File: src/rtl/lzx_shift_ctrl.sv
// Sequencer/arbiter sharing one 4-bit 194-style universal shift register between a TX and an RX requester.
// Optional LZX_SHIFT_CTRL_RR_EN selects round-robin tie-breaking; otherwise TX wins ties.
module lzx_shift_ctrl (
    input  logic       CLK,
    input  logic       MR,
    input  logic       tx_req,
    input  logic [3:0] tx_data,
    output logic       tx_ack,
    output logic       ser_out,
    output logic       ser_valid,
    input  logic       rx_req,
    input  logic       rx_bit,
    output logic       rx_ready,
    output logic [3:0] rx_data,
    output logic       rx_valid,
    output logic       busy,
    output logic [1:0] S,
    output logic [3:0] D,
    output logic       DSR,
    output logic       DSL,
    input  logic [3:0] Q
);

    typedef enum logic [2:0] {
        IDLE     = 3'd0,
        TX_LOAD  = 3'd1,
        TX_SHIFT = 3'd2,
        RX_SHIFT = 3'd3,
        RX_DONE  = 3'd4
    } state_t;

    localparam logic [1:0] MODE_HOLD  = 2'b00;
    localparam logic [1:0] MODE_RIGHT = 2'b01;
    localparam logic [1:0] MODE_LEFT  = 2'b10;
    localparam logic [1:0] MODE_LOAD  = 2'b11;

    state_t     state_q, state_d;
    logic [1:0] cnt_q, cnt_d;
    logic [3:0] txbuf_q, txbuf_d;
    logic       last_grant_q, last_grant_d;

    logic [1:0] s_q, s_d;
    logic [3:0] d_q, d_d;
    logic       tx_ack_q, tx_ack_d;
    logic       ser_valid_q, ser_valid_d;
    logic       rx_ready_q, rx_ready_d;
    logic       rx_valid_q, rx_valid_d;
    logic       busy_q, busy_d;

    logic       grant_rx;

    // On a tie, round-robin hands the grant to whoever did not win last time.
    always_comb begin
`ifdef LZX_SHIFT_CTRL_RR_EN
        grant_rx = rx_req && (!tx_req || !last_grant_q);
`else
        grant_rx = rx_req && !tx_req;
`endif
    end

    always_comb begin
        state_d      = state_q;
        cnt_d        = cnt_q;
        txbuf_d      = txbuf_q;
        last_grant_d = last_grant_q;
        case (state_q)
            IDLE: begin
                if (grant_rx) begin
                    cnt_d        = 2'd0;
                    last_grant_d = 1'b1;
                    state_d      = RX_SHIFT;
                end else if (tx_req) begin
                    txbuf_d      = tx_data;
                    last_grant_d = 1'b0;
                    state_d      = TX_LOAD;
                end
            end
            TX_LOAD: begin
                cnt_d   = 2'd0;
                state_d = TX_SHIFT;
            end
            TX_SHIFT: begin
                cnt_d = cnt_q + 2'd1;
                if (cnt_q == 2'd3) begin
                    state_d = IDLE;
                end
            end
            RX_SHIFT: begin
                cnt_d = cnt_q + 2'd1;
                if (cnt_q == 2'd3) begin
                    state_d = RX_DONE;
                end
            end
            RX_DONE: begin
                state_d = IDLE;
            end
            default: begin
                state_d = IDLE;
            end
        endcase
    end

    // Outputs are decoded from the next state so they register in step with it.
    always_comb begin
        s_d         = MODE_HOLD;
        d_d         = 4'b0000;
        tx_ack_d    = 1'b0;
        ser_valid_d = 1'b0;
        rx_ready_d  = 1'b0;
        rx_valid_d  = 1'b0;
        busy_d      = (state_d != IDLE);
        case (state_d)
            TX_LOAD: begin
                s_d      = MODE_LOAD;
                d_d      = txbuf_d;
                tx_ack_d = 1'b1;
            end
            TX_SHIFT: begin
                s_d         = MODE_RIGHT;
                ser_valid_d = 1'b1;
            end
            RX_SHIFT: begin
                s_d        = MODE_LEFT;
                rx_ready_d = 1'b1;
            end
            RX_DONE: begin
                rx_valid_d = 1'b1;
            end
            default: begin
                s_d = MODE_HOLD;
            end
        endcase
    end

    always_ff @(posedge CLK or negedge MR) begin
        if (!MR) begin
            state_q      <= IDLE;
            cnt_q        <= 2'd0;
            txbuf_q      <= 4'b0000;
            last_grant_q <= 1'b1;
            s_q          <= MODE_HOLD;
            d_q          <= 4'b0000;
            tx_ack_q     <= 1'b0;
            ser_valid_q  <= 1'b0;
            rx_ready_q   <= 1'b0;
            rx_valid_q   <= 1'b0;
            busy_q       <= 1'b0;
        end else begin
            state_q      <= state_d;
            cnt_q        <= cnt_d;
            txbuf_q      <= txbuf_d;
            last_grant_q <= last_grant_d;
            s_q          <= s_d;
            d_q          <= d_d;
            tx_ack_q     <= tx_ack_d;
            ser_valid_q  <= ser_valid_d;
            rx_ready_q   <= rx_ready_d;
            rx_valid_q   <= rx_valid_d;
            busy_q       <= busy_d;
        end
    end

    // Q and rx_bit pass straight through, gated by the registered qualifiers.
    assign S         = s_q;
    assign D         = d_q;
    assign tx_ack    = tx_ack_q;
    assign ser_valid = ser_valid_q;
    assign ser_out   = ser_valid_q & Q[0];
    assign rx_ready  = rx_ready_q;
    assign rx_valid  = rx_valid_q;
    assign rx_data   = rx_valid_q ? Q : 4'b0000;
    assign busy      = busy_q;
    assign DSR       = 1'b0;
    assign DSL       = rx_ready_q & rx_bit;

endmodule
File: config.mk
export PLATFORM = sky130hd
export DESIGN_NAME = lzx_shift_ctrl
export DESIGN_NICKNAME = d
export VERILOG_FILES = /design/src/rtl/lzx_shift_ctrl.sv
export SDC_FILE = /design/constraint.sdc
export NUM_CORES = 1
export LEC_CHECK = 0
export CORE_MARGIN = 4
export CORE_UTILIZATION = 35
export DETAILED_ROUTE_END_ITERATION = 16
export GPL_ROUTABILITY_DRIVEN = 1
export HOLD_SLACK_MARGIN = 0.03
export PLACE_DENSITY = 0.72
export SLEW_MARGIN = 20
export SYNTH_ARGS = -nofsm -noshare
export SYNTH_HDL_FRONTEND = slang
export SYNTH_SLANG_ARGS = --single-unit
File: constraint.sdc
create_clock -name CLK -period 1.2 [get_ports CLK]
set_clock_uncertainty 0.1 [all_clocks]
set_input_delay 0.18 -clock CLK [delete_from_list [all_inputs] [get_ports CLK]]
set_output_delay 0.18 -clock CLK [all_outputs]
set_load 0.005 [all_outputs]
# Word-level counts from Yosys, hierarchy flattened
# Index checks and enable logic that the tools add are counted.
[totals] ff_bits=20 out_inout_bits=18 wordCells=46
[op_classes] n_addsub=1 n_eq_ne=9 mux=17 bitwise_logic=2 n_reduce_logical=7
[ops] cell="4-bit 2-to-1 mux" n=5
[ops] cell="3-bit by 2-bit equality test with 1-bit output, second input constant" n=4
[ops] cell="3-bit 2-to-1 mux" n=4
[ops] cell="2-bit case mux with 3 select lines" n=2
[ops] cell="3-bit case mux with 4 select lines" n=1
[ops] cell="3-bit by 1-bit equality test with 1-bit output, second input constant" n=2
[ops] cell="3-bit nonzero test" n=2
[ops] cell="1-bit 2-to-1 mux" n=4
[ops] cell="3-bit equality test, second input constant" n=1
[ops] cell="3-bit zero test" n=1
[ops] cell="2-bit by 1-bit adder with 2-bit output, second input constant" n=1
[ops] cell="1-bit AND" n=2
[ops] cell="2-bit equality test, second input constant" n=1
[ops] cell="2-bit 2-to-1 mux" n=1
[ops] cell="2-bit inequality test, second input constant" n=1
[ops] cell="2-bit AND reduction" n=1
[ops] cell="2-bit OR reduction" n=1
[ops] cell="1-bit logical AND" n=1
[ops] cell="1-bit zero test" n=1

# Depth between registers and ports, before layout
# Gate-level depths: netlist of the first run.
[depth] word_depth=6 ltp_mapped=4 ltp_nobuf=4

# Least setup slack after synthesis of the first run
# OpenSTA, ideal clock, no wires.
[synth_timing] path_type="reg-to-reg" startpoint="register state_q[1]" endpoint="register busy_q, in the netlist busy" setup_ns=0.118 arrival_time_ns=1.058 required_ns=0.982 path_slack_ns=-0.075 path_stages_with_launch=5 path_cell_list="dfrtp_1 > clkbuf_1 > or3_1 > a21oi_1 > nor2_1"
[synth_via] elab_chain_len=4
[synth_rtl] item="start: declaration" line_no="37" rtl="state_t state_q, state_d;"
[synth_rtl] item="start signal: assignment" line_no="149" rtl="state_q <= state_d;"
[synth_rtl] item="3-bit 2-to-1 mux" line_no="72" rtl="end else if (tx_req) begin"
[synth_rtl] item="3-bit 2-to-1 mux" line_no="68" rtl="if (grant_rx) begin"
[synth_rtl] item="3-bit case mux with 4 select lines (*)" line_no="66" rtl="case (state_q)"
[synth_rtl] item="3-bit nonzero test (*)" line_no="111" rtl="busy_d = (state_d != IDLE);"
[synth_rtl] item="via busy_d" line_no="48" rtl="logic busy_q, busy_d;"
[synth_rtl] item="end signal: assignment" line_no="159" rtl="busy_q <= busy_d;"
[synth_rtl] item="end: declaration" line_no="48"
# Mark *: on every way through the listed nets, which the timed path passes. The rest lies on a longest branch.
# A chain may end at the register's enable or synchronous reset.

# Worst setup path after layout of the first run
[layout_timing] startpoint="register rx_valid_q, in the netlist rx_valid" endpoint="output rx_data[2]"
[layout_via] elab_chain_len=1
[layout_rtl] item="start: declaration" line_no="47" rtl="logic rx_valid_q, rx_valid_d;"
[layout_rtl] item="start signal: assignment" line_no="158" rtl="rx_valid_q <= rx_valid_d;"
[layout_rtl] item="4-bit 2-to-1 mux" line_no="171" rtl="assign rx_data = rx_valid_q ? Q : 4'b0000;"
[layout_rtl] item="end: declaration" line_no="14" rtl="output logic [3:0] rx_data,"
# No other way between the ends.

==> metrics.yaml, run 1 <==
hold_path.class: "in2async"
root_buffer: "clkbuf_4"
postSynthCellCount: 59
synthArstFlopShare: 1.00
grt_pass1_vias: 547
hpwl_mm: 1.14
wl_per_cell_um: 11.8
drive_gt1_frac: 0.400
grt_overflow: 0
synth.largest_area_cell: "dfrtp_1"
placed_area_um2: 1010
start_kind: "flop"
violations: "negative setup slack"
core_um2: 1760
setup_ws_ns: -0.0348
num_vias: 557
synthTopCellsByArea: "dfrtp_1 (60%), and2_1 (9.3%), a21oi_1 (3.7%)"
cp_num_buf_inv: 1
hold_viol_final: 0
hold_buffers: 0
ys_warn_count: 0
area_growth_pct: 59.7
port_buffers: 29
critPathLaunch: "rx_valid$_DFF_PN0_"
clock-sinks: 16
num_rows: 15
grtUsageMet1: 0.129
drt-total-wl_mm: 1.48
synth_nets: 73
design.portCount: 31
cts_buffers: 3
synth_commonest_cells: "dfrtp_1 (16), and2_1 (10), nor2_1 (6), a21oi_1 (5), nand2b_1 (3)"
grt_use_total: 0.121
antenna_found_initial: 0
regToRegStartpoint: "state_q[0]$_DFF_PN0_"
finalSetupViolations: 4
ctsHtreeMaxLevel: 1
cts_tree: "done"
finalCritPeriodShare: 1.03
synth-edff-count: 0
finalMaxSlewViolations: 0
critPathKind: "reg2out"
clockBufferDepth: 2
rsz0062_at_grt: "true"
final_nets: 115
critical_path_arrival_ns: 0.95
grt_pass1_wl_mm: 2.35
grt_max_degree: 17
die_y_um: 51.8
fin_crit_ns: 1.23
clock_latency_ns: 0.28
maxCapViolations: 0
status: "finished, violations left"
ant_nets: 0
p_per_area_nw_per_um2: 1970
final_area_um2: 1070
die_width_um: 51.8
fin_setup_tns_ns: -0.121
top_usage_layer: "met2"
grt_util_met2: 0.201
syn_area_um2: 671
max_stage_delay_ns: 0.41
syn_avg_cell_area_um2: 11.4
synth_top_area_frac: 0.597
antenna_cells: 0
fmax_mhz: 810
seq_area_frac_synth: 0.597
required_ns: 0.92
cp_cell_sequence: "and2_1 -> buf_2"
viasPerCell: 4.46
crit_slowest_cell: "dfrtp_1"
crit_path_max_fanout: 5
path_clk_slew_ns: 0.09
end_kind: "primary output"
die_area_um2: 2680
start_util: 0.380
cp_top_family: "flip-flops"
leakage_nw: 0.532
dr.pass1.iters: 1
drt_iter0_markers: 0
drc: 0
synth_ff_type: "dfrtp_1"
peakVddDrop_uv: 1230
met3_usage: 0.0487
gp_congestion: 0.749
yosysMostFrequentCell: "dfrtp_1"
ys_ff_latch: 16
ys_types: 21
[final timing paths]
path	end	slack, ns	depth (start not counted)
max in group asynchronous	state_q[0]$_DFF_PN0_	0.71	2
worst max-delay path	rx_data[2]	-0.03	2
worst min-delay path	D[2]$_DFF_PN0_	0.10	2
worst min register to register	cnt_q[1]$_DFFE_PN0P_	0.46	2
min in group CLK	D[2]$_DFF_PN0_	0.35	2
worst max register to register	D[2]$_DFF_PN0_	0.01	3
[flip-flops by register name (all words and copies together) (netlist names)]
register,flops
state_q,3
S,2
tx_ack,1
D,4
cnt_q,2
rx_valid,1
busy,1
ser_valid,1
rx_ready,1
[area by class of cell]
type / count / area, um^2
Fill cell: 161 / 693
Sequential cell: 16 / 403
Timing Repair Buffer: 40 / 318
Multi-Input combinational cell: 38 / 275
Clock buffer: 4 / 36.3
Tap cell: 25 / 31.3
Inverter: 2 / 7.51
[what timing repair did]
item / CTS / global route
gates resized for setup: 41 / 22
setup endpoints to repair: 26 / 27
setup buffers: 3 / 2
gates cloned: 0 / 0
pin swaps: 6 / 5
[layer usage]
metal | vias to the layer above | part of all wire
met4 | 0 | 0
met3 | 0 | 0.093
li1 | 274 | -
met2 | 17 | 0.50
met5 | - | 0
met1 | 266 | 0.40
[per-stage QoR]
| stage | hold slack [ns] | cells | util | setup slack [ns] | total power [mW] |
|---|---|---|---|---|---|
| 2_1_floorplan | -0.216 | 59 | - | 0.0341 | 1.25 |
| 3_3_place_gp | 0.412 | 116 | 0.575 | -0.333 | 1.65 |
| 3_5_place_dp | 0.412 | 116 | 0.575 | -0.349 | 1.69 |
| 4_1_cts | 0.0964 | 123 | 0.593 | -0.189 | 2.02 |
| 5_1_grt | 0.113 | 125 | 0.607 | -0.117 | 2.26 |
| 6_report | 0.101 | 125 | 0.607 | -0.0348 | 2.11 |
[power breakdown]
part	internal, mW	leakage (nW)	switching, mW
registers	0.718	0.201	0.122
clock network	0.185	0.0210	0.162
logic	0.543	0.310	0.378
total	1.44	0.532	0.662
[cells in the final DEF, fill, tap and decap left out, drive strengths merged, types with 3 or more instances in the layout]
master	synthesis	layout
clkdlybuf4s50	0	12
nand2b	3	3
clkdlybuf4s15	0	6
nor2	6	6
clkbuf	1	10
buf	2	16
and2	11	11
dfrtp	16	16
a21oi	5	5
[worst reg2reg max path: cells and delay by family, from the launching register on]
family | cells | cell delay [ns]
and+or+nand+nor | 2 | 0.40
DFF | 1 | 0.46
buffers and inverters | 1 | 0.18
[cells by family after synthesis]
| family | after synthesis | share of synthesized area |
|---|---|---|
| flip-flops | 16 | 0.597 |
| adder cells (fa/ha/maj) | 1 | 0.0187 |
| multiplexers | 1 | 0.0149 |
| buffers and inverters | 5 | 0.0448 |
| AO/OA/AOI/OAI | 9 | 0.0784 |
| other | 1 | 0.00559 |
| AND/OR/NAND/NOR | 26 | 0.241 |
No activity file was read; power rests on OpenSTA's default activity.
==> inputs of run 2 (changes only) <==
Settings changed: MAX_ROUTING_LAYER set to met4.
==> run 2 against run 1 <==
The run still ends with negative setup slack left. Die area is the same. Sequential power is essentially flat. Worst hold slack is essentially flat. Combinational power is essentially flat. First-iteration DRC count is the same. Clock power is essentially flat. Clock-buffer cell count is the same. Register-to-register slack is essentially flat. Total power is essentially flat. Largest cell class unchanged. Largest power group unchanged.
==> metrics.yaml, run 2 (same netlist as run 1, synthesis figures left out) <==
status: "finished, violations left"
violations: "negative setup slack"
wl_met1_um: 597
wl_per_cell_um: 11.8
grt_pass1_wl_mm: 2.35
area_growth_pct: 59.7
grt_overflow: 0
wl_met2_um: 735
fin_cells: 125
finalMaxSlewViolations: 0
top_layer: "met4"
leakage_nw: 0.532
drt_iter0_markers: 0
num_rows: 15
viasPerCell: 4.47
p_total_mw: 2.11
hpwl_mm: 1.14
clockBufferDepth: 2
holdWs_ns: 0.101
end_kind: "primary output"
mostFrequentLayoutCell: "dfrtp_1"
die_width_um: 51.8
finalSetupViolations: 4
clock-sinks: 16
largest_reg_flops: 4
num_vias: 559
grt_use_total: 0.124
p_per_area_nw_per_um2: 1970
clock_latency_ns: 0.28
core_um2: 1760
cts_buffers: 3
met3WireLength_um: 137
drt-total-wl_mm: 1.48
gp_congestion: 0.759
path_clk_slew_ns: 0.09
fin_setup_tns_ns: -0.121
drc: 0
grt_max_degree: 17
critical_path_arrival_ns: 0.95
fin_crit_ns: 1.23
die_area_um2: 2680
peakVddDrop_uv: 1230
required_ns: 0.92
rsz0062_at_grt: "true"
setup_ws_ns: -0.0347
dp_cells: 116
drive_gt1_frac: 0.400
critPathKind: "reg2out"
start_util: 0.380
port_buffers: 29
fmax_mhz: 810
final_nets: 115
start_kind: "flop"
antenna_cells: 0
design.portCount: 31
crit_path_max_fanout: 5
hold_path.class: "in2async"
root_buffer: "clkbuf_4"
antenna_found_initial: 0
ant_nets: 0
finalCritPeriodShare: 1.03
cts_tree: "done"
die_y_um: 51.8
ctsHtreeMaxLevel: 1
final_cell_mix: "dfrtp_1 (14), clkdlybuf4s50_1 (12), buf_4 (11)"
hold_viol_final: 0
maxCapViolations: 0
dr.pass1.iters: 1
grt_pass1_vias: 546
## run 2: layer usage
layer / GRT usage / vias to the layer above
li1: - / 274
met1: 0.129 / 266
met2: 0.201 / 17
met3: 0.0487 / 2
met4: 0.0655 / 0
met5: - / -
## run 2: stage by stage
step	util	worst slack, ns	cell area [um^2]
3_3_place_gp	0.575	-0.333	1010
4_1_cts	0.593	-0.189	1050
5_1_grt	0.607	-0.117	1070
6_report	0.607	-0.0347	1070
3_5_place_dp	0.575	-0.349	1010
2_1_floorplan	-	0.0341	681
## run 2: power by group
part	switching, mW	internal, mW	leakage [nW]
logic	0.378	0.543	0.310
clock network	0.162	0.185	0.0210
registers	0.122	0.718	0.201
## run 2: worst paths after layout
check | start | endpoint | depth (start not counted) | slack (ns)
min in group CLK | tx_data[2] | D[2]$_DFF_PN0_ | 2 | 0.35
worst min register to register | cnt_q[1]$_DFFE_PN0P_ | cnt_q[1]$_DFFE_PN0P_ | 2 | 0.46
worst max register to register | state_q[0]$_DFF_PN0_ | D[2]$_DFF_PN0_ | 3 | 0.01
max in group asynchronous | MR | state_q[0]$_DFF_PN0_ | 2 | 0.71
worst max-delay path | rx_valid$_DFF_PN0_ | rx_data[2] | 2 | -0.03
worst min-delay path | MR | D[2]$_DFF_PN0_ | 2 | 0.10
## run 2: what timing repair did
action	CTS	global route
endpoints found under the setup margin	26	27
cloned	0	0
buffers inserted	3	2
gates resized for setup	41	22
hold buffers	0	0
pin swaps	6	5
## run 2: layout make-up
| type | instances | area, um^2 |
|---|---|---|
| Clock buffer | 4 | 36.3 |
| Tap cell | 25 | 31.3 |
| Sequential cell | 16 | 403 |
| Inverter | 2 | 7.51 |
| Timing Repair Buffer | 40 | 318 |
| Multi-Input combinational cell | 38 | 275 |
| Fill cell | 161 | 693 |
## run 2: worst max-delay path, cell delays in order (launching register included)
cell and delay (ns):
dfrtp_1 0.41, and2_1 0.14, buf_2 0.12
==> RTL edit 1, RTL diff (flow settings as in run 1) <==
The option `LZX_SHIFT_CTRL_RR_EN` is turned on by a define.
--- a/src/rtl/lzx_shift_ctrl.sv
+++ b/src/rtl/lzx_shift_ctrl.sv
@@ -1,5 +1,7 @@
 // Sequencer/arbiter sharing one 4-bit 194-style universal shift register between a TX and an RX requester.
 // Optional LZX_SHIFT_CTRL_RR_EN selects round-robin tie-breaking; otherwise TX wins ties.
+`define LZX_SHIFT_CTRL_RR_EN
+
 module lzx_shift_ctrl (
     input  logic       CLK,
     input  logic       MR,
Check against the original RTL: not equivalent (Yosys sat finds a counterexample within 4 cycles, from zero or initial values).
==> RTL edit 1 against run 1 <==
- the flow still finishes with violations (negative setup slack)
- power up 13%
- clock power down 13%
- global-route usage increased by 0.34 points
- register-to-register slack worse by 130 ps
- synthesized area rose by 12%
- non-clock buffer count up 1
- cell area up 15%
- worst setup slack worse by 110 ps
- wire length increased by 17%
- sequential cell count grew 1
- largest power group unchanged
==> RTL edit 1: results (changes against run 1) <==
- Drt pass-1 iters: 4 (was 1)
- Syn Nets: 79 (was 73)
- Peak VDD IR: 1010 uV (was 1230 uV)
- Synth cell types: 30 (was 21)
- Leak: 0.588 nW (was 0.532 nW)
- Cts bufs inserted: 3 (unchanged)
- Vias in the first global route: 579 (was 547)
- HP Class: input port to asynchronous set/reset pin (unchanged)
- Routed WL: 1730 um (was 1480 um)
- Worst EP arrival: 1060 ps (was 950 ps)
- Reg2Reg Setup Slack: -120 ps (was 10 ps)
- Die width: 54.4 um (was 51.8 um)
- Global-route wire length before repair: 2520 um (was 2350 um)
- Outcome: finished with violations (unchanged)
- Initial antenna violation count: 0 (unchanged)
- Yosys Warn Count: 0 (unchanged)
- Failing checks: negative setup slack (unchanged)
- Setup ws final: -144 ps (was -34.8 ps)
- Crit-path max FO: 4 (was 5)
- Setup TNS: -1110 ps (was -121 ps)
- GP Congestion: 0.714 (was 0.749)
- CTS clock-pin slew for the worst setup and hold paths: 90 ps (about the same)
- Clock Latency Late Sink: 290 ps
- Iter 0 DRT Violations: 2 (was 0)
- Diode count: 0 (unchanged)
- Max reg flops: 4 (unchanged)
- Main flop type after synthesis: dfrtp_1 (unchanged)
- Top cells by count, synth: dfrtp_1 (16), and2_1 (6), nor2_1 (5), a21oi_1 (4), and2_2 (4) (was dfrtp_1 (16), and2_1 (10), nor2_1 (6), a21oi_1 (5), nand2b_1 (3))
- DP Wirelength: 1210 um (was 1140 um)
- Tot GR Track Use: 12.4% (was 12.1%)
- H-tree depth: 1 (unchanged)
- Layout Nets: 121 (was 115)
- Slew Viols, Final: 0 (unchanged)
- Pin count of the biggest net entering global routing: 18 (was 17)
- Fillers: 160 (was 161)
- Share of cells above drive strength 1: 43.4% (was 40.0%)
- Final setup vio count: 13 (was 4)
- Buffers added on ports: 29 (unchanged)
- Clock buffer depth: 2 (unchanged)
- Root Buffer: clkbuf_4 (unchanged)
- Post-synth ARST share: 100% (unchanged)
- Ranking of synthesized cells by area: dfrtp_1 (53%), and2_1 (5.0%), and2_2 (4.0%), dfstp_2 (3.5%), nor4b_4 (3.2%) (was dfrtp_1 (60%), and2_1 (9.3%), a21oi_1 (3.7%), nor4b_4 (3.5%), nor2_1 (3.4%))
- Vias/cell: 4.77 (was 4.46)
- Sequential share of the synthesized area: 56.6% (was 59.7%)
==> RTL edit 1: cell families after synthesis <==
kind of cell               share of synthesized area [%]
and+or+nand+nor                                     22.9
muxes                                               1.33
DFF                                                 56.6
buffers and inverters                               4.98
other                                              0.498
AOI/OAI and AO/OA                                   12.0
adders and majority gates                           1.66
==> RTL edit 1: layer usage <==
metal,wire length (um),global-route usage [%],vias to the layer above
met5,0,0,-
met2,899,22.1,25
li1,-,-,297
met1,684,13.0,309
met4,38,7.47,0
met3,109,3.00,4
==> RTL edit 1: stage by stage <==
stage,hold slack (ps),setup WS [ps],utilization (%),instances,instance area [um^2]
6_report,115,-144,61.6,133,1230
5_1_grt,111,-194,61.6,133,1230
4_1_cts,116,-190,58.4,132,1170
3_5_place_dp,431,-349,56.3,126,1130
3_3_place_gp,428,-331,56.3,126,1130
2_1_floorplan,-216,-84.1,-,65,757
==> RTL edit 1: cell type report <==
cell class | instances | area (um^2) | share of cell area, %
Multi-Input combinational cell | 42 | 359 | 29.1
Clock buffer | 4 | 26.3 | 2.13
Timing Repair Buffer | 41 | 380 | 30.8
Tap cell | 27 | 33.8 | 2.74
Inverter | 2 | 7.51 | 0.609
Sequential cell | 17 | 427 | 34.6
==> RTL edit 1: power by group <==
| part | switching (mW) | leakage, nW | internal [mW] | total, mW |
|---|---|---|---|---|
| registers | 0.118 | 0.213 | 0.771 | 0.889 |
| logic | 0.517 | 0.359 | 0.679 | 1.20 |
| clock network | 0.171 | 0.0150 | 0.129 | 0.301 |
==> RTL edit 1: worst max-delay path, cell delays in order, from the launching register on <==
cell and delay (ps):
dfrtp_1 420, buf_6 130, and2_4 120, buf_6 100
==> RTL edit 1: worst paths after layout <==
path	to	startpoint	cells after the start
min in group CLK	state_q[0]	tx_req	3
worst max register to register	D[3]	state_q[1]	3
worst max-delay path	rx_data[1]	rx_valid	3
max in group asynchronous	last_grant_q	MR	2
worst min register to register	busy	state_q[2]	2
worst min-delay path	D[1]	MR	2
==> RTL edit 1: timing repair <==
| item | CTS | global route |
|---|---|---|
| setup buffers | 2 | 1 |
| cloned | 0 | 0 |
| pin swaps | 9 | 5 |
| endpoints found under the hold margin | 0 | 0 |
| setup endpoints to repair | 28 | 22 |
| hold buffers | 0 | 0 |
| resized for setup | 56 | 20 |
==> RTL edit 2, RTL diff (settings of run 1) <==
Without the edit above. `d_q` no longer has a reset.
--- a/src/rtl/lzx_shift_ctrl.sv
+++ b/src/rtl/lzx_shift_ctrl.sv
@@ -139,7 +139,6 @@
             txbuf_q      <= 4'b0000;
             last_grant_q <= 1'b1;
             s_q          <= MODE_HOLD;
-            d_q          <= 4'b0000;
             tx_ack_q     <= 1'b0;
             ser_valid_q  <= 1'b0;
             rx_ready_q   <= 1'b0;
@@ -151,13 +150,16 @@
             txbuf_q      <= txbuf_d;
             last_grant_q <= last_grant_d;
             s_q          <= s_d;
-            d_q          <= d_d;
             tx_ack_q     <= tx_ack_d;
             ser_valid_q  <= ser_valid_d;
             rx_ready_q   <= rx_ready_d;
             rx_valid_q   <= rx_valid_d;
             busy_q       <= busy_d;
         end
+    end
+
+    always_ff @(posedge CLK) begin
+        d_q <= d_d;
     end
 
     // Q and rx_bit pass straight through, gated by the registered qualifiers.
Behaviour: not the same (a bounded check fails within 4 cycles, from zero or initial values; the reset may be asserted at any time).
==> RTL edit 2 against run 1 <==
- the run still ends with negative setup slack left
- sequential cell count stayed put
- wire length increased by 3.9%
- critical path type unchanged
- fmax is 8.0% lower
- combinational power increased by 24%
- synthesized cell count is the same
- cell area up 6.5%
- power increased by 13%
- synthesized area rose by 0.75%
- worst setup slack worse by 110 ps
- via count grew 3.4%
- clock power is 2% higher
- sequential share of layout area is 4.0 points lower
- first-iteration DRC count grew 1
==> RTL edit 2: results (changes against run 1) <==
- Outcome: finished with violations (unchanged)
- Failing checks: negative setup slack (unchanged)
- Met3 usage: 4.58% (was 4.87%)
- Vias/cell: 4.54 (was 4.46)
- Hold_ws: 75.2 ps (was 101 ps)
- DR top layer: met4 (was met3)
- Final setup vio count: 9 (was 4)
- Met2 usage: 20.3% (was 20.1%)
- Share of cells above drive strength 1: 48.0% (was 40.0%)
- Reg-to-Reg End: S[0] (was D[2])
- Internal power: 1.64 mW (was 1.44 mW)
- Ranking of synthesized cells by area: dfrtp_1 (44%), dfxtp_1 (12%), and2_1 (5.6%), and2_2 (4.4%), nor4b_4 (3.5%) (was dfrtp_1 (60%), and2_1 (9.3%), a21oi_1 (3.7%), nor4b_4 (3.5%), nor2_1 (3.4%))
- # resized after CTS: 45 (was 41)
- Met3 WL: 175 um (was 137 um)
- Setup ws final: -143 ps (was -34.8 ps)
- Avg WL per Cell: 12.1 um (was 11.8 um)
- DP Wirelength: 1050 um (was 1140 um)
- Sequential share of the synthesized area: 56.3% (was 59.7%)
- Dpl cells: 117 (was 116)
- Met1 usage: 12.9% (about the same)
- Power Density: 2080 mW/mm^2 (was 1970 mW/mm^2)
- Crit-path max FO: 4 (was 5)
- Fillers: 144 (was 161)
- Pin count of the biggest net entering global routing: 13 (was 17)
- Peak VDD IR: 1410 uV (was 1230 uV)
- GP Congestion: 0.751 (was 0.749)
- Drt pass-1 iters: 4 (was 1)
- Iter 0 DRT Violations: 1 (was 0)
- Synth cell types: 25 (was 21)
- Met2 wire len: 722 um (was 743 um)
- Area grow syn2layout: 68.9% (was 59.7%)
- Global-route wire length before repair: 2420 um (was 2350 um)
- Post-Syn Instances: 59 (unchanged)
- Top cells by count, synth: dfrtp_1 (12), and2_1 (6), a21oi_1 (4), and2_2 (4), dfxtp_1 (4) (was dfrtp_1 (16), and2_1 (10), nor2_1 (6), a21oi_1 (5), nand2b_1 (3))
- Sequential power: 876 uW (was 840 uW)
- Setup bufs post-CTS: 5 (was 3)
- Setup TNS: -442 ps (was -121 ps)
- Reg2Reg Setup Slack: -30 ps (was 10 ps)
- Logic pwr share: 48.3% (was 43.7%)
- Worst EP arrival: 1060 ps (was 950 ps)
- Met1 wire length: 580 um (was 596 um)
- Placed Area: 0.00103 mm^2 (was 0.00101 mm^2)
- Worst Setup EP: rx_data[0] (was rx_data[2])
RTL edit 2: cell types whose count changed in the layout (fill, tap and decap cells not counted), sizes merged, moves of 2 or more:
| cell | change |
|---|---|
| clkdlybuf4s15 | -2 |
| dlygate4sd2 | +4 |
| and3 | +2 |
| buf | +4 |
| nand2b | -2 |
| clkbuf | -3 |
| nor2 | -3 |
| dfrtp | -4 |
| nor2b | +2 |
| inv | -2 |
| dfxtp | +4 |
RTL edit 2: cell families after synthesis:
kind of cell / after synthesis / share of synthesized area [%]
buffers and inverters: 4 / 5.18
other: 1 / 0.555
AOI/OAI and AO/OA: 10 / 9.63
adders and majority gates: 1 / 1.85
DFF: 16 / 56.3
and+or+nand+nor: 27 / 26.5
RTL edit 2: final cells by class:
type,instances,area share [%]
clock buffer,4,3.18
multi-input combinational,39,28.4
sequential,16,33.7
tap,25,2.74
timing repair buffer,43,32.0
RTL edit 2: critical path, delay by kind of cell (launching register included):
kind	cells	cell delay (ps)
and+or+nand+nor	1	120
DFF	1	420
buffers and inverters	2	240
